`config.mk`:
```
export PLATFORM = sky130hd
export DESIGN_NAME = unit_input_dispatch_flat
export DESIGN_NICKNAME = d
export VERILOG_FILES = /design/src/rtl/unit_input_dispatch_pkg.sv /design/src/rtl/unit_input_dispatch_if.sv /design/src/rtl/unit_input_dispatch_rr_select.sv /design/src/rtl/unit_input_dispatch.sv /design/src/flat_wrapper.sv
export SDC_FILE = /design/constraint.sdc
export NUM_CORES = 1
export LEC_CHECK = 0
export CAP_MARGIN = 20
export CELL_PAD_IN_SITES_DETAIL_PLACEMENT = 2
export CELL_PAD_IN_SITES_GLOBAL_PLACEMENT = 2
export CORE_ASPECT_RATIO = 1.75
export CORE_MARGIN = 2
export CORE_UTILIZATION = 29
export DETAILED_ROUTE_END_ITERATION = 12
export GPL_TIMING_DRIVEN = 0
export PLACE_DENSITY = 0.85
export SLEW_MARGIN = 15
export SYNTH_ARGS = -nofsm -noshare
export SYNTH_HDL_FRONTEND = slang
export SYNTH_SLANG_ARGS = --single-unit
```
`constraint.sdc`:
```
create_clock -name CLK -period 3.2 [get_ports CLK]
set_input_delay 0.32 -clock CLK [delete_from_list [all_inputs] [get_ports CLK]]
set_output_delay 0.32 -clock CLK [all_outputs]
set_load 0.02 [all_outputs]
```
`src/rtl/unit_input_dispatch_pkg.sv`:
```
// Shared definitions for the unit input dispatcher: bus width, packet type
// codes, FSM state encoding and the index-width helper.
// ENTRY_PTS_EN adds the broadcast state used for entry-point packets.
package unit_input_dispatch_pkg;

  localparam int UNIT_INPUT_WIDTH = 32;

  localparam logic [2:0] PKT_TYPE_DATA     = 3'd0;
  localparam logic [2:0] PKT_TYPE_ENTRY_PT = 3'd1;

  typedef enum logic [2:0] {
    ST_IDLE   = 3'd0,
    ST_HDR    = 3'd1,
    ST_SELECT = 3'd2,
    ST_SEND   = 3'd3,
    ST_DROP   = 3'd4
`ifdef ENTRY_PTS_EN
    ,
    ST_BCAST  = 3'd5
`endif
  } state_t;

  // Index of the highest set bit; msb(N-1) gives the top bit of a unit index.
  function automatic int msb(input int v);
    int r;
    r = 0;
    for (int i = 0; i < 32; i++) begin
      if (v[i]) r = i;
    end
    return r;
  endfunction

endpackage

```
`src/rtl/unit_input_dispatch_if.sv`:
```
// Bundle between the upstream FWFT FIFO, the dispatcher and the unit inputs.
// Upstream: in/in_ctrl/in_empty in, in_rd_en back. Downstream: shared
// out/out_ctrl, per-unit out_wr_en, unit_afull and unit_ready back.
interface unit_input_dispatch_if import unit_input_dispatch_pkg::*; #(
  parameter int N_UNITS     = 4,
  parameter int INPUT_WIDTH = UNIT_INPUT_WIDTH
);

  logic [INPUT_WIDTH-1:0] in;
  logic                   in_ctrl;
  logic                   in_empty;
  logic                   in_rd_en;
  logic [INPUT_WIDTH-1:0] out;
  logic                   out_ctrl;
  logic [N_UNITS-1:0]     out_wr_en;
  logic [N_UNITS-1:0]     unit_afull;
  logic [N_UNITS-1:0]     unit_ready;

  // master: the dispatcher; slave: the FIFO/unit side that feeds and sinks it
  modport master (
    input  in, in_ctrl, in_empty, unit_afull, unit_ready,
    output in_rd_en, out, out_ctrl, out_wr_en
  );

  modport slave (
    output in, in_ctrl, in_empty, unit_afull, unit_ready,
    input  in_rd_en, out, out_ctrl, out_wr_en
  );

endinterface

```
`src/rtl/unit_input_dispatch_rr_select.sv`:
```
// Rotating-priority pick: first set bit of eligible after index last, wrapping.
// Purely combinational, 0 cycles; no backpressure.
// Ports: eligible (N bits), last (index) in; found, idx out.
module rr_select #(
  parameter int N = 4,
  parameter int W = 2
) (
  input  logic [N-1:0] eligible,
  input  logic [W-1:0] last,
  output logic         found,
  output logic [W-1:0] idx
);

  logic [W-1:0] cand;

  always_comb begin
    found = 1'b0;
    idx   = '0;
    cand  = '0;
    // i = N wraps back to last itself, so a lone eligible last unit still wins
    for (int i = 1; i <= N; i++) begin
      cand = W'((int'(last) + i) % N);
      if (!found && eligible[cand]) begin
        found = 1'b1;
        idx   = cand;
      end
    end
  end

endmodule

```
`src/rtl/unit_input_dispatch.sv`:
```
// Dispatches whole packets from one FWFT stream to ready, idle units, round-robin.
// Latency: in_rd_en combinational, out/out_wr_en registered one cycle after the read.
// Backpressure: stalls on in_empty or unit_afull (cur unit, or any unit when broadcasting).
// Ports: CLK, RST_N (async active-low); bus (master modport): upstream in/in_ctrl/
// in_empty -> in_rd_en, downstream out/out_ctrl/out_wr_en, unit_afull/unit_ready;
// err_stray: sticky, a data word arrived outside any packet.
// ENTRY_PTS_EN: broadcast type-1 packets to all units; undefined, they are dropped.
module unit_input_dispatch import unit_input_dispatch_pkg::*; #(
  parameter int N_UNITS     = 4,
  parameter int UNITS_MSB   = msb(N_UNITS - 1),
  parameter int INPUT_WIDTH = UNIT_INPUT_WIDTH
) (
  input  logic                  CLK,
  input  logic                  RST_N,
  unit_input_dispatch_if.master bus,
  output logic                  err_stray
);

  localparam int IW = UNITS_MSB + 1;

  state_t             state, state_nxt;
  logic [IW-1:0]      cur_unit, last_unit, sel_idx;
  logic               sel_found;
  logic [N_UNITS-1:0] pending, eligible, wr_mask, pend_set;
  logic               hdr_done;  // header of the packet in flight already consumed
  logic               rd, set_pend, stray, latch_sel, term;

  assign eligible = bus.unit_ready & ~pending;
  // a ctrl word read after the header closes the packet
  assign term     = rd & hdr_done & bus.in_ctrl;
  assign pend_set = set_pend ? wr_mask : '0;

  rr_select #(.N(N_UNITS), .W(IW)) u_rr (
    .eligible (eligible),
    .last     (last_unit),
    .found    (sel_found),
    .idx      (sel_idx)
  );

  always_ff @(posedge CLK or negedge RST_N) begin
    if (!RST_N) state <= ST_IDLE;
    else        state <= state_nxt;
  end

  always_comb begin
    state_nxt = state;
    rd        = 1'b0;
    wr_mask   = '0;
    set_pend  = 1'b0;
    stray     = 1'b0;
    latch_sel = 1'b0;
    case (state)
      ST_IDLE: begin
        if (!bus.in_empty) state_nxt = ST_HDR;
      end
      ST_HDR: begin
        if (bus.in_empty) begin
          state_nxt = ST_IDLE;
        end else if (!bus.in_ctrl) begin
          rd    = 1'b1;
          stray = 1'b1;
        end else if (bus.in[2:0] == PKT_TYPE_DATA) begin
          state_nxt = ST_SELECT;
`ifdef ENTRY_PTS_EN
        end else if (bus.in[2:0] == PKT_TYPE_ENTRY_PT) begin
          state_nxt = ST_BCAST;
`endif
        end else begin
          state_nxt = ST_DROP;
        end
      end
      ST_SELECT: begin
        if (sel_found) begin
          latch_sel = 1'b1;
          state_nxt = ST_SEND;
        end
      end
      ST_SEND: begin
        rd = !bus.in_empty && !bus.unit_afull[cur_unit];
        if (rd) begin
          wr_mask  = {{(N_UNITS-1){1'b0}}, 1'b1} << cur_unit;
          set_pend = !hdr_done;
        end
        if (term) state_nxt = ST_IDLE;
      end
`ifdef ENTRY_PTS_EN
      ST_BCAST: begin
        rd = !bus.in_empty && !(|bus.unit_afull);
        if (rd) wr_mask = '1;
        if (term) state_nxt = ST_IDLE;
      end
`endif
      ST_DROP: begin
        rd = !bus.in_empty;
        if (term) state_nxt = ST_IDLE;
      end
      default: state_nxt = ST_IDLE;
    endcase
  end

  assign bus.in_rd_en = rd;

  always_ff @(posedge CLK or negedge RST_N) begin
    if (!RST_N) begin
      cur_unit      <= '0;
      last_unit     <= IW'(N_UNITS - 1);
      hdr_done      <= 1'b0;
      pending       <= '0;
      err_stray     <= 1'b0;
      bus.out       <= '0;
      bus.out_ctrl  <= 1'b0;
      bus.out_wr_en <= '0;
    end else begin
      if (latch_sel) begin
        cur_unit  <= sel_idx;
        last_unit <= sel_idx;
      end
      // HDR never consumes the header itself, so the next read after it is the header
      if (state == ST_HDR) hdr_done <= 1'b0;
      else if (rd)         hdr_done <= 1'b1;
      // set beats a same-cycle ready drop
      pending       <= pend_set | (pending & bus.unit_ready);
      err_stray     <= err_stray | stray;
      bus.out_wr_en <= wr_mask;
      if (|wr_mask) begin
        bus.out      <= bus.in;
        bus.out_ctrl <= bus.in_ctrl;
      end
    end
  end

endmodule

```
`src/flat_wrapper.sv`:
```
// flat-port wrapper written by rule: the top's interface ports become plain ports
module unit_input_dispatch_flat import unit_input_dispatch_pkg::*;
#(
  parameter int N_UNITS     = 4,
  parameter int UNITS_MSB   = msb(N_UNITS - 1),
  parameter int INPUT_WIDTH = UNIT_INPUT_WIDTH
)
  (CLK, RST_N, err_stray, bus_in, bus_in_ctrl, bus_in_empty, bus_unit_afull, bus_unit_ready, bus_in_rd_en, bus_out, bus_out_ctrl, bus_out_wr_en);
  unit_input_dispatch_if #(.N_UNITS(N_UNITS), .INPUT_WIDTH(INPUT_WIDTH)) bus_i ();
  input  logic CLK;
  input  logic RST_N;
  output logic err_stray;
  input wire logic [$bits(bus_i.in)-1:0] bus_in;
  input wire logic [$bits(bus_i.in_ctrl)-1:0] bus_in_ctrl;
  input wire logic [$bits(bus_i.in_empty)-1:0] bus_in_empty;
  input wire logic [$bits(bus_i.unit_afull)-1:0] bus_unit_afull;
  input wire logic [$bits(bus_i.unit_ready)-1:0] bus_unit_ready;
  output wire logic [$bits(bus_i.in_rd_en)-1:0] bus_in_rd_en;
  output wire logic [$bits(bus_i.out)-1:0] bus_out;
  output wire logic [$bits(bus_i.out_ctrl)-1:0] bus_out_ctrl;
  output wire logic [$bits(bus_i.out_wr_en)-1:0] bus_out_wr_en;
  assign bus_i.in = bus_in;
  assign bus_i.in_ctrl = bus_in_ctrl;
  assign bus_i.in_empty = bus_in_empty;
  assign bus_i.unit_afull = bus_unit_afull;
  assign bus_i.unit_ready = bus_unit_ready;
  assign bus_in_rd_en = bus_i.in_rd_en;
  assign bus_out = bus_i.out;
  assign bus_out_ctrl = bus_i.out_ctrl;
  assign bus_out_wr_en = bus_i.out_wr_en;
  unit_input_dispatch #(.N_UNITS(N_UNITS), .UNITS_MSB(UNITS_MSB), .INPUT_WIDTH(INPUT_WIDTH)) u_core (.CLK(CLK), .RST_N(RST_N), .bus(bus_i), .err_stray(err_stray));
endmodule
```
==> flow_summary.ini, run 1 <==
[run_status]
status = complete, no violations

[synth]
synth_edf_count = 0
ys_seq_area_frac = 0.594
synth_nets = 202
synth_seq_cells = 50
ys.flop_type = dfrtp_1
synth-async-reset-ratio = 1.00
netlist_instances = 158
synth_area_per_cell_um2 = 13.4
syn_area_um2 = 2110
synth.distinct_cells = 39
yosysWarnings = 0

[timing]
final-max-slew-violation-count = 0
worst_pin_slew_ns = 0.486
rsz0062_at_grt = false
maxSlewHeadroom = 0.672
fin_worst_skew_ns = 0.00613
tns_ns = 0
hold_viol_final = 0
layout_worst_path_cycle_share = 0.930
fmax_ghz = 0.336
fin_ws_ns = 0.223
fin_crit_ns = 2.98
finalSetupViolations = 0

[cts]
path_clk_slew_ns = 0.06
cts_tree = yes
htree_levels = 2
cts_sinks = 50
cts-buffers-inserted = 5
clock_latency_ns = 0.29
clock_path_buffers = 2
root_buffer = clkbuf_16
cts_setup_buffers = 0

[power_and_ir_drop]
power_frac_comb = 0.441
p_switching_uw = 1040
swShare = 0.360
power.total_uw = 2880
clock_power_share = 0.180
p_leak_uw = 0.00132
power_density_nw_per_um2 = 900
p_int_uw = 1840
p_seq_frac = 0.379
max-vdd-ir-drop_v = 0.000497

[floorplanning]
dieArea_um2 = 8010
initial_core_util = 0.296
ios = 83
die_h_um = 117
rows = 41
die-width_um = 68.5
core-area_um2 = 7130

[placement]
place_area_um2 = 3060
dp.final_hpwl_mm = 4.61
pre_cts_ws_ns = 0.368
gp_congestion = 0.799
numPortBuffers = 82

[flow_run]
cap_violations = 0

[setup_path]
critPathArrivalTime_ns = 2.66
worstPathCellList = mux4_2 -> or3b_1 -> a21oi_2 -> clkdlybuf4s50_1
crit_family = buffers and inverters
r2r-start = u_core.cur_unit[0]
rrSetupSlack_ns = 0.94
worstSetupPathType = reg2out
cp_slowest_stage_delay_ns = 0.63
startpoint_type = register
reg2reg_to = u_core.bus.out[6]
slowest_stage = clkdlybuf4s50_1
crit_path_max_fanout = 7
worst-path-buf-inv = 1
ff2ff_path_depth = 5
crit_required_ns = 2.88
end_kind = primary output
startpoint = u_core.cur_unit[0]

[final_layout]
final_common_cell = clkdlybuf4s50_1
antennaDiodeCount = 0
drive_above_1_share = 0.149
layout_common_cells = clkdlybuf4s50_1 (81), dfrtp_1 (48), mux2_2 (18)
finalNetCount = 293
fill_cells = 708
utilization = 0.449
syn_to_final_growth_pct = 51.6
multiInputGateArea_um2 = 805
regArea_um2 = 1250
fin_area_um2 = 3200

[detailed_routing]
dr_total_vias = 1653
routedWlPerCell_um = 18.3
drc_errors = 0
dr.first_iter.drc_count = 51
vias_per_cell = 4.93
routed_wl_mm = 6.13
drt.antenna.violating_nets = 0
firstDrtPassIters = 4

[global_routing]
gr-usage-all-layers = 0.171
grt_max_degree = 34
grt_first_pass_wirelength_mm = 9.89
grt_pass1_vias = 1904
antenna_found_initial = 0
gr-total-overflow = 0

[worst_hold_path]
holdCritPathClass = reg2reg
min-delay-start = u_core.err_stray
hold_end = u_core.err_stray
min_path_cells = 1
## cells by family after synthesis
| logic type | share of synthesized area |
|---|---|
| AND/OR/NAND/NOR | 0.107 |
| AO/OA/AOI/OAI | 0.0871 |
| multiplexers | 0.187 |
| buffers and inverters | 0.0255 |
| flip-flops | 0.594 |
## area by class of cell
cell class | count | share of cell area
plain buffers | 6 | 0.0133
clock buffers | 6 | 0.0403
clock inverters | 1 | 0.00234
inverters | 3 | 0.00352
multi-input cells | 99 | 0.251
flip-flops and latches | 50 | 0.392
well taps | 86 | 0.0336
repair buffers | 84 | 0.264
## synth_stat cells, drive strengths merged (2+ instances only)
cell type	number	area share
a21o	2	0.0071
a21oi	4	0.011
a22o	2	0.0083
buf	4	0.017
clkbuf	2	0.0036
dfrtp	48	0.57
dfstp	2	0.025
inv	3	0.0053
mux2	33	0.18
nand2	7	0.014
nand2b	7	0.021
nand3	2	0.0047
nor2	6	0.011
nor2b	4	0.012
nor3	6	0.017
nor3b	4	0.014
o21ai	5	0.012
o21bai	2	0.0071
o2bb2ai	2	0.0083
## registers in the layout, indices dropped and copies added (netlist names)
signal,flops
u_core.bus.out,32
u_core.bus.out_wr_en,4
u_core.pending,4
u_core.state,3
u_core.cur_unit,2
u_core.last_unit,2
u_core.bus.out_ctrl,1
u_core.err_stray,1
u_core.hdr_done,1
## worst max path at each step
stage	to	slack [ns]	depth (start not counted)
2_1_floorplan	bus_in_rd_en	1.20	3
3_3_place_gp	u_core.bus.out[3]	0.25	1
3_5_place_dp	bus_in_rd_en	0.37	5
4_1_cts	bus_in_rd_en	0.20	4
5_1_grt	bus_in_rd_en	0.13	4
6_report	bus_in_rd_en	0.22	4
## per-layer routing
layer	part of all wire	up-vias	GRT usage
li1	-	746	-
met1	0.33	859	0.173
met2	0.60	42	0.324
met3	0.048	6	0.0382
met4	0.017	0	0.0640
met5	0	-	0
## power groups by stage
stage / registers, uW / clock network (uW) / logic (uW)
floorplan: 1330 / 0 / 381
global placement: 1080 / 0 / 1240
detailed placement: 1110 / 0 / 1270
CTS: 1100 / 539 / 1300
global route: 1130 / 554 / 1360
finish: 1090 / 519 / 1270
## metrics by stage
| step | cells | hold WS (ns) |
|---|---|---|
| global route | 335 | 0.497 |
| finish | 335 | 0.475 |
| global placement | 326 | 0.444 |
| floorplan | 158 | 0.0244 |
| detailed placement | 327 | 0.294 |
| CTS | 335 | 0.490 |
## timing repair
action                                 CTS  global route
endpoints found under the hold margin   17             0
hold buffers                             1             0
resized for setup                        0             0
No activity file was read; power rests on OpenSTA's default activity.
==> inputs of run 2 (changes only) <==
- SLEW_MARGIN: 15 -> unset
==> run 2 against run 1 <==
Non-clock buffer count unchanged. Global-route usage is 0.071 points lower. Largest power group unchanged. Clock power is essentially flat. Count of clock-buffer cells in the layout did not move. Clock skew shrank 0.0036 ns. Combinational power hardly changed. Power decreased by 0.36%. Worst hold slack lost 0.023 ns. Largest cell class unchanged. Design area is essentially flat. Cell count is 0.30% higher.
==> flow_summary.ini, run 2 (same netlist as run 1, synthesis figures left out) <==
[cts]
clock_path_buffers = 2
root_buffer = clkbuf_16
cts_hold_buf = 1
htree_levels = 2
cts-buffers-inserted = 5
cts_setup_buffers = 0
clock_latency_ns = 0.29
path_clk_slew_ns = 0.06
ctsResizeCount = 0
cts_sinks = 50
cts_tree = yes

[setup_path]
critPathArrivalTime_ns = 2.65
end_kind = primary output
startpoint_type = register
worstSetupPathType = reg2out
crit_path_max_fanout = 7
crit_required_ns = 2.88

[timing]
final-max-slew-violation-count = 0
layout_worst_path_cycle_share = 0.929
finalSetupViolations = 0
rsz0062_at_grt = false
fin_worst_skew_ns = 0.00252
fin_ws_ns = 0.227
fin_crit_ns = 2.97
hold_viol_final = 0
worst_pin_slew_ns = 0.468
tns_ns = 0
maxSlewHeadroom = 0.684
fmax_ghz = 0.336

[floorplanning]
die_h_um = 117
initial_core_util = 0.296
ios = 83
rows = 41
die-width_um = 68.5
dieArea_um2 = 8010
core-area_um2 = 7130

[detailed_routing]
drc_errors = 0
routed_wl_mm = 5.99
routedWlPerCell_um = 17.8
vias_per_cell = 4.88
dr.first_iter.drc_count = 62
drt.antenna.violating_nets = 0
firstDrtPassIters = 3
dr_total_vias = 1638

[power_and_ir_drop]
p_switching_uw = 1030
max-vdd-ir-drop_v = 0.000554
p_leak_uw = 0.00132
p_seq_frac = 0.380
p_int_uw = 1840
power_frac_comb = 0.440
swShare = 0.358
clock_power_share = 0.181
power_density_nw_per_um2 = 897

[global_routing]
gr-total-overflow = 0
grt_first_pass_wirelength_mm = 9.95
grt_pass1_vias = 1954
grt_max_degree = 39
antenna_found_initial = 1
gr-usage-all-layers = 0.170

[placement]
gp_congestion = 0.799
numPortBuffers = 82
pre_cts_ws_ns = 0.375
dp.final_hpwl_mm = 4.59

[final_layout]
drive_above_1_share = 0.149
multiInputGateArea_um2 = 805
fill_cells = 715
regArea_um2 = 1250
final_common_cell = clkdlybuf4s50_1
reg.largest.list = u_core.bus.out (32), u_core.bus.out_wr_en (4), u_core.pending (4)
finalNetCount = 293
largest_register_ffs = 32
layout_common_cells = clkdlybuf4s50_1 (81), dfrtp_1 (48), mux2_2 (18)
syn_to_final_growth_pct = 51.7
top_register = u_core.bus.out

[run_status]
status = complete, no violations

[flow_run]
cap_violations = 0

[worst_hold_path]
holdCritPathClass = in2async
## run 2: cell types whose count changed in the layout (fill, tap and decap cells not counted)
cell / delta
diode_2: +1
## run 2: area by class of cell
type,instances,area share
clock inverters,1,0.00234
plain buffers,6,0.0133
well taps,86,0.0336
repair buffers,84,0.264
diodes,1,0.000781
inverters,3,0.00351
clock buffers,6,0.0402
multi-input cells,99,0.251
flip-flops and latches,50,0.391
## run 2: worst max-delay path, cell delays in order, from the launching register on
cell,delay [ns]
dfrtp_1,0.52
mux4_2,0.60
or3b_1,0.43
a21oi_2,0.18
clkdlybuf4s50_1,0.62
## run 2: final timing paths
check / from / cells after the start / to / slack [ns]
worst max-delay path: u_core.cur_unit[0] / 4 / bus_in_rd_en / 0.23
max in group asynchronous: RST_N / 3 / u_core.last_unit[1] / 2.18
min in group CLK: u_core.err_stray / 1 / u_core.err_stray / 0.48
worst min register to register: u_core.err_stray / 1 / u_core.err_stray / 0.48
worst max register to register: u_core.cur_unit[0] / 5 / u_core.bus.out[12] / 1.00
worst min-delay path: RST_N / 2 / u_core.bus.out[15] / 0.45
## run 2: metal layers
metal	up-vias	wire length, um	track usage
met1	841	2010	0.178
met2	44	3490	0.309
met3	8	305	0.0392
met4	0	181	0.0787
met5	-	0	0
li1	745	-	-
## run 2: per-stage QoR
stage          utilization  cells  hold slack [ns]  total power [uW]  area [um2]
6_report             0.449    336            0.452              2870        3200
5_1_grt              0.449    336            0.491              3040        3200
4_1_cts              0.449    335            0.457              2920        3200
3_5_place_dp         0.428    327            0.235              2380        3060
3_3_place_gp         0.426    326            0.444              2320        3040
2_1_floorplan            -    158           0.0244              1710        2110
## run 2: power groups by stage
stage | combinational, uW | sequential (uW) | clock, uW
finish | 1260 | 1090 | 519
global route | 1350 | 1130 | 555
CTS | 1290 | 1100 | 536
detailed placement | 1270 | 1110 | 0
global placement | 1240 | 1080 | 0
floorplan | 381 | 1330 | 0
